<file path="src/rtl/proc_io_pkg.sv">
// proc_io_pkg: state encoding and parameter defaults shared by the I/O handshake sequencer
package proc_io_pkg;
  localparam int DEF_DATA_W = 8;
  localparam int DEF_TIMEOUT_CYC = 255;
  localparam logic [2:0] IDLE = 3'd0;
  localparam logic [2:0] RD_WAIT = 3'd1;
  localparam logic [2:0] RD_DROP = 3'd2;
  localparam logic [2:0] WR_ACK = 3'd3;
  localparam logic [2:0] WR_DROP = 3'd4;
endpackage

</file>
<file path="src/rtl/proc_io_if.sv">
// proc_io_if: external byte-wide 4-phase I/O pins; master is the sequencer, slave the host side
interface proc_io_if #(parameter int DATA_W = 8);
  logic [DATA_W-1:0] in;
  logic [DATA_W-1:0] out;
  logic inDataReady;
  logic inACK;
  logic outDataReady;
  logic outACK;
  modport master(input in, inDataReady, outACK, output inACK, out, outDataReady);
  modport slave(output in, inDataReady, outACK, input inACK, out, outDataReady);
endinterface

</file>
<file path="src/rtl/proc_io_timeout.sv">
// proc_io_timeout: 16-bit wait-state counter with clear/enable and an expiry flag
module proc_io_timeout
  import proc_io_pkg::*;
#(
  parameter int LIMIT = DEF_TIMEOUT_CYC
) (
  input  logic clk,
  input  logic reset,
  input  logic clr,
  input  logic en,
  output logic expired
);
  logic [15:0] cnt;
  always_ff @(posedge clk) begin
    if (reset || clr) cnt <= '0;
    else if (en) cnt <= cnt + 16'd1;
  end
  assign expired = cnt == 16'(LIMIT);
endmodule

</file>
<file path="src/rtl/proc_io_ctrl.sv">
// proc_io_ctrl: turns level IN/OUT requests into 4-phase pin handshakes and stalls the core meanwhile
// Wait-state abort with io_err is compiled in by PROC_IO_TIMEOUT_EN
module proc_io_ctrl
  import proc_io_pkg::*;
#(
  parameter int DATA_W = DEF_DATA_W
`ifdef PROC_IO_TIMEOUT_EN
  , parameter int TIMEOUT_CYC = DEF_TIMEOUT_CYC
`endif
) (
  input  logic              clk,
  input  logic              reset,
  input  logic              rd_req,
  input  logic              wr_req,
  input  logic [DATA_W-1:0] wr_data,
  output logic [DATA_W-1:0] rd_data,
  output logic              io_done,
  output logic              io_err,
  output logic              stall,
  proc_io_if.master         io
);
  logic [2:0] state, stateNext;
  logic capture, abort;
  always_comb begin
    stateNext = state;
    capture = 1'b0;
    case (state)
      IDLE: if (!io_done) begin
        if (wr_req) stateNext = WR_ACK;
        else if (rd_req) begin
          stateNext = io.inDataReady ? RD_DROP : RD_WAIT;
          capture = io.inDataReady;
        end
      end
      RD_WAIT: if (io.inDataReady) begin
        stateNext = RD_DROP;
        capture = 1'b1;
      end
      RD_DROP: stateNext = io.inDataReady ? RD_DROP : IDLE;
      WR_ACK: stateNext = io.outACK ? WR_DROP : WR_ACK;
      WR_DROP: stateNext = io.outACK ? WR_DROP : IDLE;
      default: stateNext = IDLE;
    endcase
    if (abort) begin
      stateNext = IDLE;
      capture = 1'b0;
    end
  end
  always_ff @(posedge clk) begin
    if (reset) begin
      state <= IDLE;
      rd_data <= '0;
      io.out <= '0;
      io.inACK <= 1'b0;
      io.outDataReady <= 1'b0;
      io_done <= 1'b0;
    end else begin
      state <= stateNext;
      io_done <= abort || (state == RD_DROP && !io.inDataReady) || (state == WR_DROP && !io.outACK);
      if (capture) rd_data <= io.in;
      if (state == IDLE && stateNext == WR_ACK) io.out <= wr_data;
      io.inACK <= stateNext == RD_DROP;
      io.outDataReady <= stateNext == WR_ACK;
    end
  end
`ifdef PROC_IO_TIMEOUT_EN
  logic expired;
  proc_io_timeout #(.LIMIT(TIMEOUT_CYC)) uTimeout (
    .clk(clk),
    .reset(reset),
    .clr(stateNext != state || state == IDLE),
    .en(state != IDLE),
    .expired(expired)
  );
  assign abort = expired && state != IDLE;
  always_ff @(posedge clk) io_err <= reset ? 1'b0 : abort;
`else
  assign abort = 1'b0;
  assign io_err = 1'b0;
`endif
  assign stall = (rd_req | wr_req) & ~io_done;
endmodule

</file>
<file path="src/flat_wrapper.sv">
// flat-port wrapper written by rule: the top's interface ports become plain ports
module proc_io_ctrl_flat import proc_io_pkg::*;
#(
  parameter int DATA_W = DEF_DATA_W

)
  (clk, reset, rd_req, wr_req, wr_data, rd_data, io_done, io_err, stall, io_in, io_inDataReady, io_outACK, io_inACK, io_out, io_outDataReady);
  proc_io_if #(.DATA_W(DATA_W)) io_i ();
  input  logic clk;
  input  logic reset;
  input  logic rd_req;
  input  logic wr_req;
  input  logic [DATA_W-1:0] wr_data;
  output logic [DATA_W-1:0] rd_data;
  output logic io_done;
  output logic io_err;
  output logic stall;
  input wire logic [$bits(io_i.in)-1:0] io_in;
  input wire logic [$bits(io_i.inDataReady)-1:0] io_inDataReady;
  input wire logic [$bits(io_i.outACK)-1:0] io_outACK;
  output wire logic [$bits(io_i.inACK)-1:0] io_inACK;
  output wire logic [$bits(io_i.out)-1:0] io_out;
  output wire logic [$bits(io_i.outDataReady)-1:0] io_outDataReady;
  assign io_i.in = io_in;
  assign io_i.inDataReady = io_inDataReady;
  assign io_i.outACK = io_outACK;
  assign io_inACK = io_i.inACK;
  assign io_out = io_i.out;
  assign io_outDataReady = io_i.outDataReady;
  proc_io_ctrl #(.DATA_W(DATA_W)) u_core (.clk(clk), .reset(reset), .rd_req(rd_req), .wr_req(wr_req), .wr_data(wr_data), .rd_data(rd_data), .io_done(io_done), .io_err(io_err), .stall(stall), .io(io_i));
endmodule
</file>
<file path="config.mk">
export PLATFORM = sky130hd
export DESIGN_NAME = proc_io_ctrl_flat
export DESIGN_NICKNAME = d
export VERILOG_FILES = /design/src/rtl/proc_io_pkg.sv /design/src/rtl/proc_io_if.sv /design/src/rtl/proc_io_timeout.sv /design/src/rtl/proc_io_ctrl.sv /design/src/flat_wrapper.sv
export SDC_FILE = /design/constraint.sdc
export NUM_CORES = 1
export LEC_CHECK = 0
export BUFFER_PORTS_ARGS = -buffer_cell sky130_fd_sc_hd__buf_4
export CAP_MARGIN = 20
export CORE_UTILIZATION = 45
export DETAILED_ROUTE_END_ITERATION = 7
export GPL_TIMING_DRIVEN = 0
export PLACE_DENSITY = 0.87
export SYNTH_ARGS = -nofsm -noshare
export SYNTH_HDL_FRONTEND = slang
export SYNTH_SLANG_ARGS = --single-unit
</file>
<file path="constraint.sdc">
create_clock -name clk -period 1.7 [get_ports clk]
set_input_delay 0.085 -clock clk [delete_from_list [all_inputs] [get_ports clk]]
set_output_delay 0.085 -clock clk [all_outputs]
set_load 0.02 [all_outputs]
</file>
==> results of run 1 <==
[per-stage QoR]
| step | setup slack [ns] | hold WS, ns | std cells | utilization |
|---|---|---|---|---|
| 2_1_floorplan | 0.400 | 0.229 | 106 | - |
| 3_3_place_gp | 0.293 | 0.316 | 174 | 0.653 |
| 3_5_place_dp | 0.242 | 0.329 | 174 | 0.653 |
| 4_1_cts | 0.209 | 0.00175 | 178 | 0.671 |
| 5_1_grt | 0.126 | 0.00764 | 178 | 0.671 |
| 6_report | 0.230 | 0.00229 | 178 | 0.671 |
[power breakdown]
| group | internal [W] | total [W] | switching, W | leakage (nW) |
|---|---|---|---|---|
| clock | 0.000131 | 0.000285 | 0.000154 | 0.0210 |
| sequential | 0.000585 | 0.000621 | 0.0000356 | 0.180 |
| combinational | 0.000254 | 0.000560 | 0.000307 | 0.433 |
| total | 0.000969 | 0.00147 | 0.000496 | 0.634 |
[routing by layer]
metal | part of all wire | vias up
met1 | 0.43 | 410
met3 | 0.040 | 4
met2 | 0.52 | 26
met4 | 0.0096 | 0
met5 | 0 | -
li1 | - | 448
[final timing paths]
kind                                               startpoint                              to  slack (ns)  cells after the start
worst min-delay path                                 io_in[4]  u_core.rd_data[4]$_SDFFE_PP0P_       0.002                      3
worst max register to register     u_core.state[0]$_SDFF_PP0_   u_core.io.out[6]$_SDFFE_PP0P_        0.23                      6
worst min register to register  u_core.io.out[2]$_SDFFE_PP0P_   u_core.io.out[2]$_SDFFE_PP0P_        0.46                      2
worst max-delay path               u_core.state[0]$_SDFF_PP0_   u_core.io.out[6]$_SDFFE_PP0P_        0.23                      6
[Yosys cell counts (all sizes together)]
library cell   n  area share
clkbuf         2      0.0079
o21ai          2       0.022
inv            1      0.0039
buf            5       0.037
a21o           1      0.0092
nor4           1       0.013
mux2i          8       0.084
a311oi         1       0.016
nor2b          3       0.020
nor2          16       0.063
a22oi          1      0.0079
a21oi         12       0.063
nand4          1      0.0066
nand3          9       0.047
dfxtp         22        0.46
nor3           1      0.0053
nand2         11       0.046
conb           1      0.0039
nand2b         3       0.035
nor3b          3       0.024
a221oi         1       0.016
or2            1      0.0066
[flip-flops by register name, indices dropped and copies added, names as in the netlist]
name	cells
u_core.io.out	8
u_core.rd_data	8
u_core.io_done	1
u_core.io.outDataReady	1
u_core.io.inACK	1
u_core.state	3
[cells by family after synthesis]
logic type,synth area share
compound gates,0.134
buf+inv,0.0486
flops,0.463
mux,0.0841
other cells,0.00394
simple gates,0.267
[final cells by class]
cell class | count | area [µm²] | area share
Buffer | 7 | 42.5 | 0.0320
Timing Repair Buffer | 41 | 308 | 0.231
Tap cell | 27 | 33.8 | 0.0254
Inverter | 1 | 3.75 | 0.00282
Sequential cell | 22 | 440 | 0.331
Multi-Input combinational cell | 76 | 465 | 0.350
Clock buffer | 4 | 36.3 | 0.0273
[worst max-delay path, cell delays in order, from the launching register on]
cell     delay (ns)
dfxtp_1        0.32
buf_2          0.17
nor4_2         0.31
buf_4          0.23
nand2_2        0.13
nand2_1        0.11
a21oi_1        0.07
[cells in the final DEF (no fill, tap or decap)]
| master | instances |
|---|---|
| nand2b_1 | 1 |
| nor4_2 | 1 |
| buf_4 | 43 |
| clkbuf_8 | 1 |
| or2_0 | 1 |
| nor2b_1 | 3 |
| a21o_2 | 1 |
| a221oi_2 | 1 |
| nand4_1 | 1 |
| nand2_1 | 10 |
| nand2_2 | 1 |
| clkbuf_1 | 2 |
| conb_1 | 1 |
| o21ai_0 | 1 |
| nand2b_4 | 2 |
| inv_1 | 1 |
| dfxtp_1 | 22 |
| nand3_1 | 9 |
| nor2_1 | 16 |
| a311oi_2 | 1 |
| a21oi_1 | 12 |
| buf_1 | 1 |
| nor3b_1 | 3 |
| nor3_1 | 1 |
| o21ai_4 | 1 |
| clkbuf_4 | 3 |
| a22oi_1 | 1 |
| mux2i_1 | 8 |
| buf_2 | 1 |
| buf_6 | 1 |
==> flow_metrics.tcl, run 1 <==
set metrics [dict create \
    status "finished clean" \
    num_io_pins 43 \
    grt_pass1_vias 764 \
    hold_viol_final 0 \
    worstPathMaxFanout 10 \
    drive_above_1_share 0.377 \
    start_kind "register" \
    wl_per_cell_um 11.7 \
    ctsResizeCount 0 \
    gr-usage-met1 0.227 \
    grt.met3_usage 0.0453 \
    ctsRootBufferMaster "clkbuf_4" \
    cts.hold.buffers_added 0 \
    grt_util_met2 0.354 \
    cts_buffers 3 \
    port_buffers 41 \
    fillCellCount 165 \
    synthCells 106 \
    grt_use_total 0.199 \
    place_area_um2 1290 \
    rsz0062_at_grt "no" \
    core.rowCount 16 \
    fin_area_um2 1330 \
    grt_busiest_layer "met2" \
    grt_max_degree 13 \
    htreeDepth 1 \
    fin_setup_tns_ns 0 \
    cts_tree "done" \
    clk_pin_slew_ns 0.12 \
    insertion_delay_ns 0.31 \
    vias_per_cell 4.99 \
    period_share 0.865 \
    end_kind "register" \
    max_freq_ghz 0.680 \
    p_per_area_nw_per_um2 1100 \
    hpwl_um 1590 \
    cts.path.max_buffers 2 \
    cts_setup_buffers 0 \
    p_leak_nw 0.634 \
    syn-num-nets 128 \
    grt_overflow 0 \
    totalPowerFinal_w 0.00147 \
    finalWirelength_um 2080 \
    yosys_register_bits 22 \
    clock-sinks 22 \
    maxCapViolCount 0 \
    core-area_um2 1980 \
    die_h_um 48 \
    synth_area_um2 952 \
    fin_skew_ns 0.00820 \
    syn2layout_area_growth_pct 39.7 \
    grt_pass1_wl_um 3110 \
    drc_errors 0 \
    vdd_ir_drop_max_mv 0.766 \
    required_ns 1.88 \
    antenna_found_initial 0 \
    post_synth.cell_area_avg_um2 8.98 \
    synth.distinct_cells 28 \
    worst-setup-path-type "register to register" \
    drv_slew 0 \
    die_w_um 48 \
    drtIter0Drc 6 \
    nets 174 \
    diodes 0 \
    vias 888 \
    place.gp.congestion 0.780 \
    initial_utilization 0.480 \
    postRouteAntennaNets 0 \
    hp-class "input port to register" \
    ys_seq_area_frac 0.463 \
    yosysWarnings 0 \
    dr.pass1.iters 4 \
    finalSetupViolCount 0 \
    arrival_ns 1.65 \
    die_area_um2 2300 \
    min_period_ns 1.47 \
]
Note: power is estimated with default switching activity, not from simulation.
==> run 2: changes to the inputs <==
- CORE_UTILIZATION: 45 -> 48
- PLACE_DENSITY: 0.87 -> 0.91
- clock period: 1.7 -> 1.8 ns (I/O delays scaled with it)
==> run 2 against run 1 <==
Effect of this change: setup slack improved by 0.12 ns; critical path type unchanged; first-iteration DRC count increased to 3.0 times the previous value; flip-flop and latch count unchanged.
==> flow_metrics.tcl, run 2 (synthesis gave the netlist of run 1 again) <==
set metrics [dict create \
    htreeDepth 1 \
    fin_util 0.737 \
    cts.hold.buffers_added 0 \
    fillCellCount 140 \
    port_buffers 41 \
    worstPathMaxFanout 10 \
    p_leak_nw 0.634 \
    place.gp.congestion 0.733 \
    arrival_ns 1.64 \
    period_share 0.804 \
    maxCapViolCount 0 \
    totalPowerFinal_w 0.00138 \
    p_sw_frac 0.336 \
    finalWirelength_um 2070 \
    rsz0062_at_grt "no" \
    fin_skew_ns 0.00209 \
    drtIter0Drc 18 \
    min_period_ns 1.45 \
    ctsRootBufferMaster "clkbuf_4" \
    fin_setup_tns_ns 0 \
    dr.pass1.iters 4 \
    crit_family "simple AND/OR/NAND/NOR gates" \
    antenna_found_initial 0 \
    cts_setup_buffers 0 \
    end_kind "register" \
    critical-path-max-stage-delay_ns 0.32 \
    mostFrequentLayoutCells "buf_4, dfxtp_1, nor2_1" \
    core-area_um2 1800 \
    power_frac_seq 0.423 \
    power.internal_w 0.000916 \
    insertion_delay_ns 0.31 \
    grt_pass1_vias 781 \
    status "finished clean" \
    core.rowCount 15 \
    hold_viol_final 0 \
    hpwl_um 1670 \
    vdd_ir_drop_max_mv 0.795 \
    fin_area_um2 1330 \
    grt_max_degree 13 \
    grt_use_total 0.212 \
    num_io_pins 43 \
    syn2layout_area_growth_pct 39.4 \
    cts.path.max_buffers 2 \
    diodes 0 \
    die_h_um 46.5 \
    worst-path-buf-inv 2 \
    vias_per_cell 5.02 \
    finalSetupViolCount 0 \
    start_kind "register" \
    reg_top3 "u_core.io.out (8), u_core.rd_data (8), u_core.state (3)" \
    p_switching_w 0.000463 \
    drv_slew 0 \
    postRouteAntennaNets 0 \
    required_ns 1.99 \
    wl_per_cell_um 11.7 \
    final_common_cell "buf_4" \
    cp_cell_sequence "buf_2 > nor4_2 > buf_4 > nand2_2 > nand2_1 > a21oi_1" \
    cts_buffers 3 \
    vias 884 \
    drc_errors 0 \
    die_area_um2 2170 \
    die_w_um 46.5 \
    r2r_slack_ns 0.35 \
    ctsResizeCount 0 \
    comb_power_share 0.382 \
    cts_tree "done" \
    nets 174 \
    cp_slowest_cell "nor4_2" \
    clk_pin_slew_ns 0.12 \
    place_area_um2 1290 \
    worst-setup-path-type "register to register" \
    grt_pass1_wl_um 3170 \
    p_per_area_nw_per_um2 1040 \
    finalHoldWorstSlack_ns 0.00932 \
    clock-sinks 22 \
    max_freq_ghz 0.691 \
    hp-class "input port to register" \
    grt_overflow 0 \
    clockPowerShare 0.194 \
    initial_utilization 0.528 \
    drive_above_1_share 0.377 \
]
run 2: cell counts in the layout (fill, tap and decap cells not counted):
No cell type changed its count.
run 2: power groups by stage:
| stage | sequential (W) | clock [W] | combinational [W] |
|---|---|---|---|
| final | 0.000584 | 0.000268 | 0.000527 |
| after global routing | 0.000593 | 0.000290 | 0.000576 |
| after CTS | 0.000585 | 0.000278 | 0.000530 |
| after global placement | 0.000592 | 0 | 0.000514 |
| after detailed placement | 0.000596 | 0 | 0.000528 |
| after floorplan | 0.000657 | 0 | 0.000292 |
run 2: metal layers:
metal,GRT usage,vias up,part of all wire
met1,0.225,406,0.39
met2,0.400,25,0.56
li1,-,449,-
met3,0.0235,4,0.036
met4,0.106,0,0.011
met5,0,-,0
run 2: layout make-up:
cell class	instances	area, µm²	area share
multi-input combinational	76	465	0.351
sequential	22	440	0.332
timing repair buffer	41	308	0.232
buffer	7	42.5	0.0320
clock buffer	4	36.3	0.0273
tap	25	31.3	0.0236
inverter	1	3.75	0.00283
run 2: worst register-to-register path, stage by stage (launching register included):
cell	delay, ns
dfxtp_1	0.31
buf_2	0.17
nor4_2	0.32
buf_4	0.22
nand2_2	0.13
nand2_1	0.11
a21oi_1	0.07
run 2: final timing paths:
| path | start | to | cells past startpoint |
|---|---|---|---|
| setup reg to reg | u_core.state[0]$_SDFF_PP0_ | u_core.io.out[7]$_SDFFE_PP0P_ | 6 |
| hold / removal | io_in[0] | u_core.rd_data[0]$_SDFFE_PP0P_ | 3 |
| setup / recovery | u_core.state[0]$_SDFF_PP0_ | u_core.io.out[7]$_SDFFE_PP0P_ | 6 |
| hold reg to reg | u_core.io.out[3]$_SDFFE_PP0P_ | u_core.io.out[3]$_SDFFE_PP0P_ | 2 |
run 2: stage by stage:
stage | setup slack, ns | cells
final | 0.353 | 176
after global routing | 0.228 | 176
after CTS | 0.349 | 176
after detailed placement | 0.368 | 172
after global placement | 0.407 | 172
after floorplan | 0.500 | 106
==> run 3: changes to the inputs <==
- ABC_AREA: default -> 1
- CORE_UTILIZATION: 48 -> 45
- PLACE_DENSITY: 0.91 -> 0.87
- clock period: 1.8 -> 1.4 ns (I/O delays scaled with it)
==> run 3 against run 2 <==
Effect of this change: core utilization is 3.0 points lower; critical endpoint is now u_core.rd_data[7]$_SDFFE_PP0P_; critical path depth up 2; critical path type unchanged; first-iteration DRC count increased by 50%.
==> flow_metrics.tcl, run 3 <==
set metrics [dict create \
    start_kind "register" \
    synth.mux.area_fraction 0 \
    hpwl_um 1690 \
    grt_pass1_wl_um 3830 \
    grt_use_total 0.206 \
    drtIter0Drc 27 \
    place_area_um2 1320 \
    htreeDepth 1 \
    p_per_area_nw_per_um2 1270 \
    worst-setup-path-type "register to register" \
    ys.flop_type "dfxtp_1" \
    wl_per_cell_um 10.7 \
    max_freq_ghz 0.787 \
    antenna_found_initial 0 \
    placedCellCount 207 \
    cp_slowest_cell "dfxtp_1" \
    synthCells 139 \
    reg_top3 "u_core.io.out (8), u_core.rd_data (8), u_core.state (3)" \
    hold_viol_final 0 \
    min_period_ns 1.27 \
    synth.distinct_cells 19 \
    synth_top_family_by_area "simple AND/OR/NAND/NOR gates" \
    maxCapViolCount 0 \
    clk_pin_slew_ns 0.11 \
    syn-num-nets 161 \
    initial_utilization 0.487 \
    finalWirelength_um 2310 \
    p_leak_nw 0.746 \
    vias 1010 \
    cp_common_cell "nor2_1" \
    clock-sinks 22 \
    synth_top_area_cell "dfxtp_1" \
    critical-path-max-stage-delay_ns 0.33 \
    insertion_delay_ns 0.30 \
    fin_cells 215 \
    synthXorXnorAreaFrac 0 \
    die_h_um 48.5 \
    core.rowCount 16 \
    status "finished clean" \
    syn2layout_area_growth_pct 45.2 \
    yosysMostFrequentCell "nor2_1" \
    fin_skew_ns 0.00388 \
    synthAdderAreaFrac 0 \
    cts.path.max_buffers 2 \
    cts_buffers 3 \
    ctsRootBufferMaster "clkbuf_4" \
    die_w_um 48.5 \
    period_share 0.908 \
    post_synth.cell_area_avg_um2 7.01 \
    synth-async-reset-ratio 0 \
    synth_area_um2 975 \
    port_buffers 41 \
    nets 212 \
    place.gp.congestion 0.803 \
    grt_max_degree 12 \
    required_ns 1.60 \
    synth_common_cells "nor2_1, dfxtp_1, nand2_1" \
    grt_pass1_vias 939 \
    final_common_cell "buf_4" \
    totalPowerFinal_w 0.00180 \
    drc_errors 0 \
    worst-path-buf-inv 2 \
    crit_family "simple AND/OR/NAND/NOR gates" \
    end_kind "register" \
    dr.pass1.iters 4 \
    fillCellCount 175 \
    netlist.area_leader.share 0.452 \
    finalSetupViolCount 0 \
    die_area_um2 2360 \
    vdd_ir_drop_max_mv 0.841 \
    cp_cell_sequence "inv_1 > nand3_2 > nor2_2 > nand2_1 > nand2_4 > inv_2 > nor2_1 > nor2_1" \
    fin_area_um2 1420 \
    cts_tree "done" \
    arrival_ns 1.47 \
    yosys.area_share.simple 0.395 \
    diodes 0 \
    worstPathMaxFanout 9 \
    num_io_pins 43 \
    yosysWarnings 0 \
    yosys_register_bits 22 \
    drv_slew 0 \
    mostFrequentLayoutCells "buf_4, nor2_1, dfxtp_1" \
    ys_seq_area_frac 0.452 \
    synth_edf_count 0 \
    core-area_um2 2000 \
    synth_compound_area_frac 0.0565 \
    vias_per_cell 4.70 \
    cts_setup_buffers 0 \
    synth_top_cells_by_area "dfxtp_1, nor2_1, nand3_1, nand2_1, inv_1" \
    drive_above_1_share 0.356 \
    postRouteAntennaNets 0 \
    grt_overflow 0 \
    hp-class "input port to register" \
]
## run 3: cell types whose count changed after synthesis, sizes merged, moves of 3 or more
cell / previous run / this run
nor3b: 3 / 0
a21oi: 12 / 2
buf: 5 / 2
nand2b: 3 / 0
nor2: 16 / 45
inv: 1 / 18
nand3: 9 / 14
nor2b: 3 / 0
o21ai: 2 / 9
mux2i: 8 / 0
nand2: 11 / 22
## run 3: cell type report
| type | instances | area (µm²) | area share |
|---|---|---|---|
| multi-input combinational | 95 | 463 | 0.327 |
| tap | 27 | 33.8 | 0.0239 |
| inverter | 19 | 71.3 | 0.0504 |
| clock buffer | 3 | 22.5 | 0.0159 |
| timing repair buffer | 46 | 358 | 0.253 |
| sequential | 22 | 443 | 0.313 |
| buffer | 3 | 23.8 | 0.0168 |
## run 3: final timing paths
path / startpoint / endpoint / slack (ns) / cells past startpoint
setup / recovery: u_core.io_done$_SDFF_PP0_ / u_core.rd_data[7]$_SDFFE_PP0P_ / 0.13 / 8
hold reg to reg: u_core.io.out[2]$_SDFFE_PP0P_ / u_core.io.out[2]$_SDFFE_PP0P_ / 0.49 / 2
setup reg to reg: u_core.io_done$_SDFF_PP0_ / u_core.rd_data[7]$_SDFFE_PP0P_ / 0.13 / 8
hold / removal: io_in[6] / u_core.rd_data[6]$_SDFFE_PP0P_ / 0.006 / 3
## run 3: metrics by stage
step / utilization / TNS, ns / setup slack [ns] / hold slack, ns
floorplan: - / 0 / 0.0482 / 0.139
finish: 0.707 / 0 / 0.129 / 0.00581
global placement: 0.658 / 0 / 0.0843 / 0.261
detailed placement: 0.658 / 0 / 0.0189 / 0.261
CTS: 0.694 / 0 / 0.0000385 / 0.00570
global route: 0.707 / -0.00137 / -0.00137 / 0.00184
## run 3: logic make-up (layout without fill, tap and decap cells)
group,after synthesis,after routing
buffers and inverters,22,71
AND/OR/NAND/NOR,83,83
flip-flops,22,22
AO/OA/AOI/OAI,11,11
other,1,1
## run 3: timing repair
item                                   CTS  global route
endpoints found under the hold margin    7             0
gates resized for setup                  0            10
hold buffers                             5             0
setup endpoints to repair                0            19
## run 3: routing by layer
metal,share of wire,GRT usage,vias to the layer above
met3,0.042,0.0220,4
met4,0.010,0.0735,0
met2,0.53,0.401,31
met1,0.42,0.229,452
li1,-,-,523
met5,0,0,-
## run 3: power breakdown
| part | internal (W) | switching (W) | total (W) |
|---|---|---|---|
| logic | 0.000300 | 0.000430 | 0.000731 |
| registers | 0.000730 | 0.0000578 | 0.000788 |
| clock network | 0.000100 | 0.000181 | 0.000281 |
## run 3: tightest hold or removal path: cells and delay by family
family	cells	cell delay [ns]
AND/OR/NAND/NOR	2	0.12
buffers and inverters	1	0.08
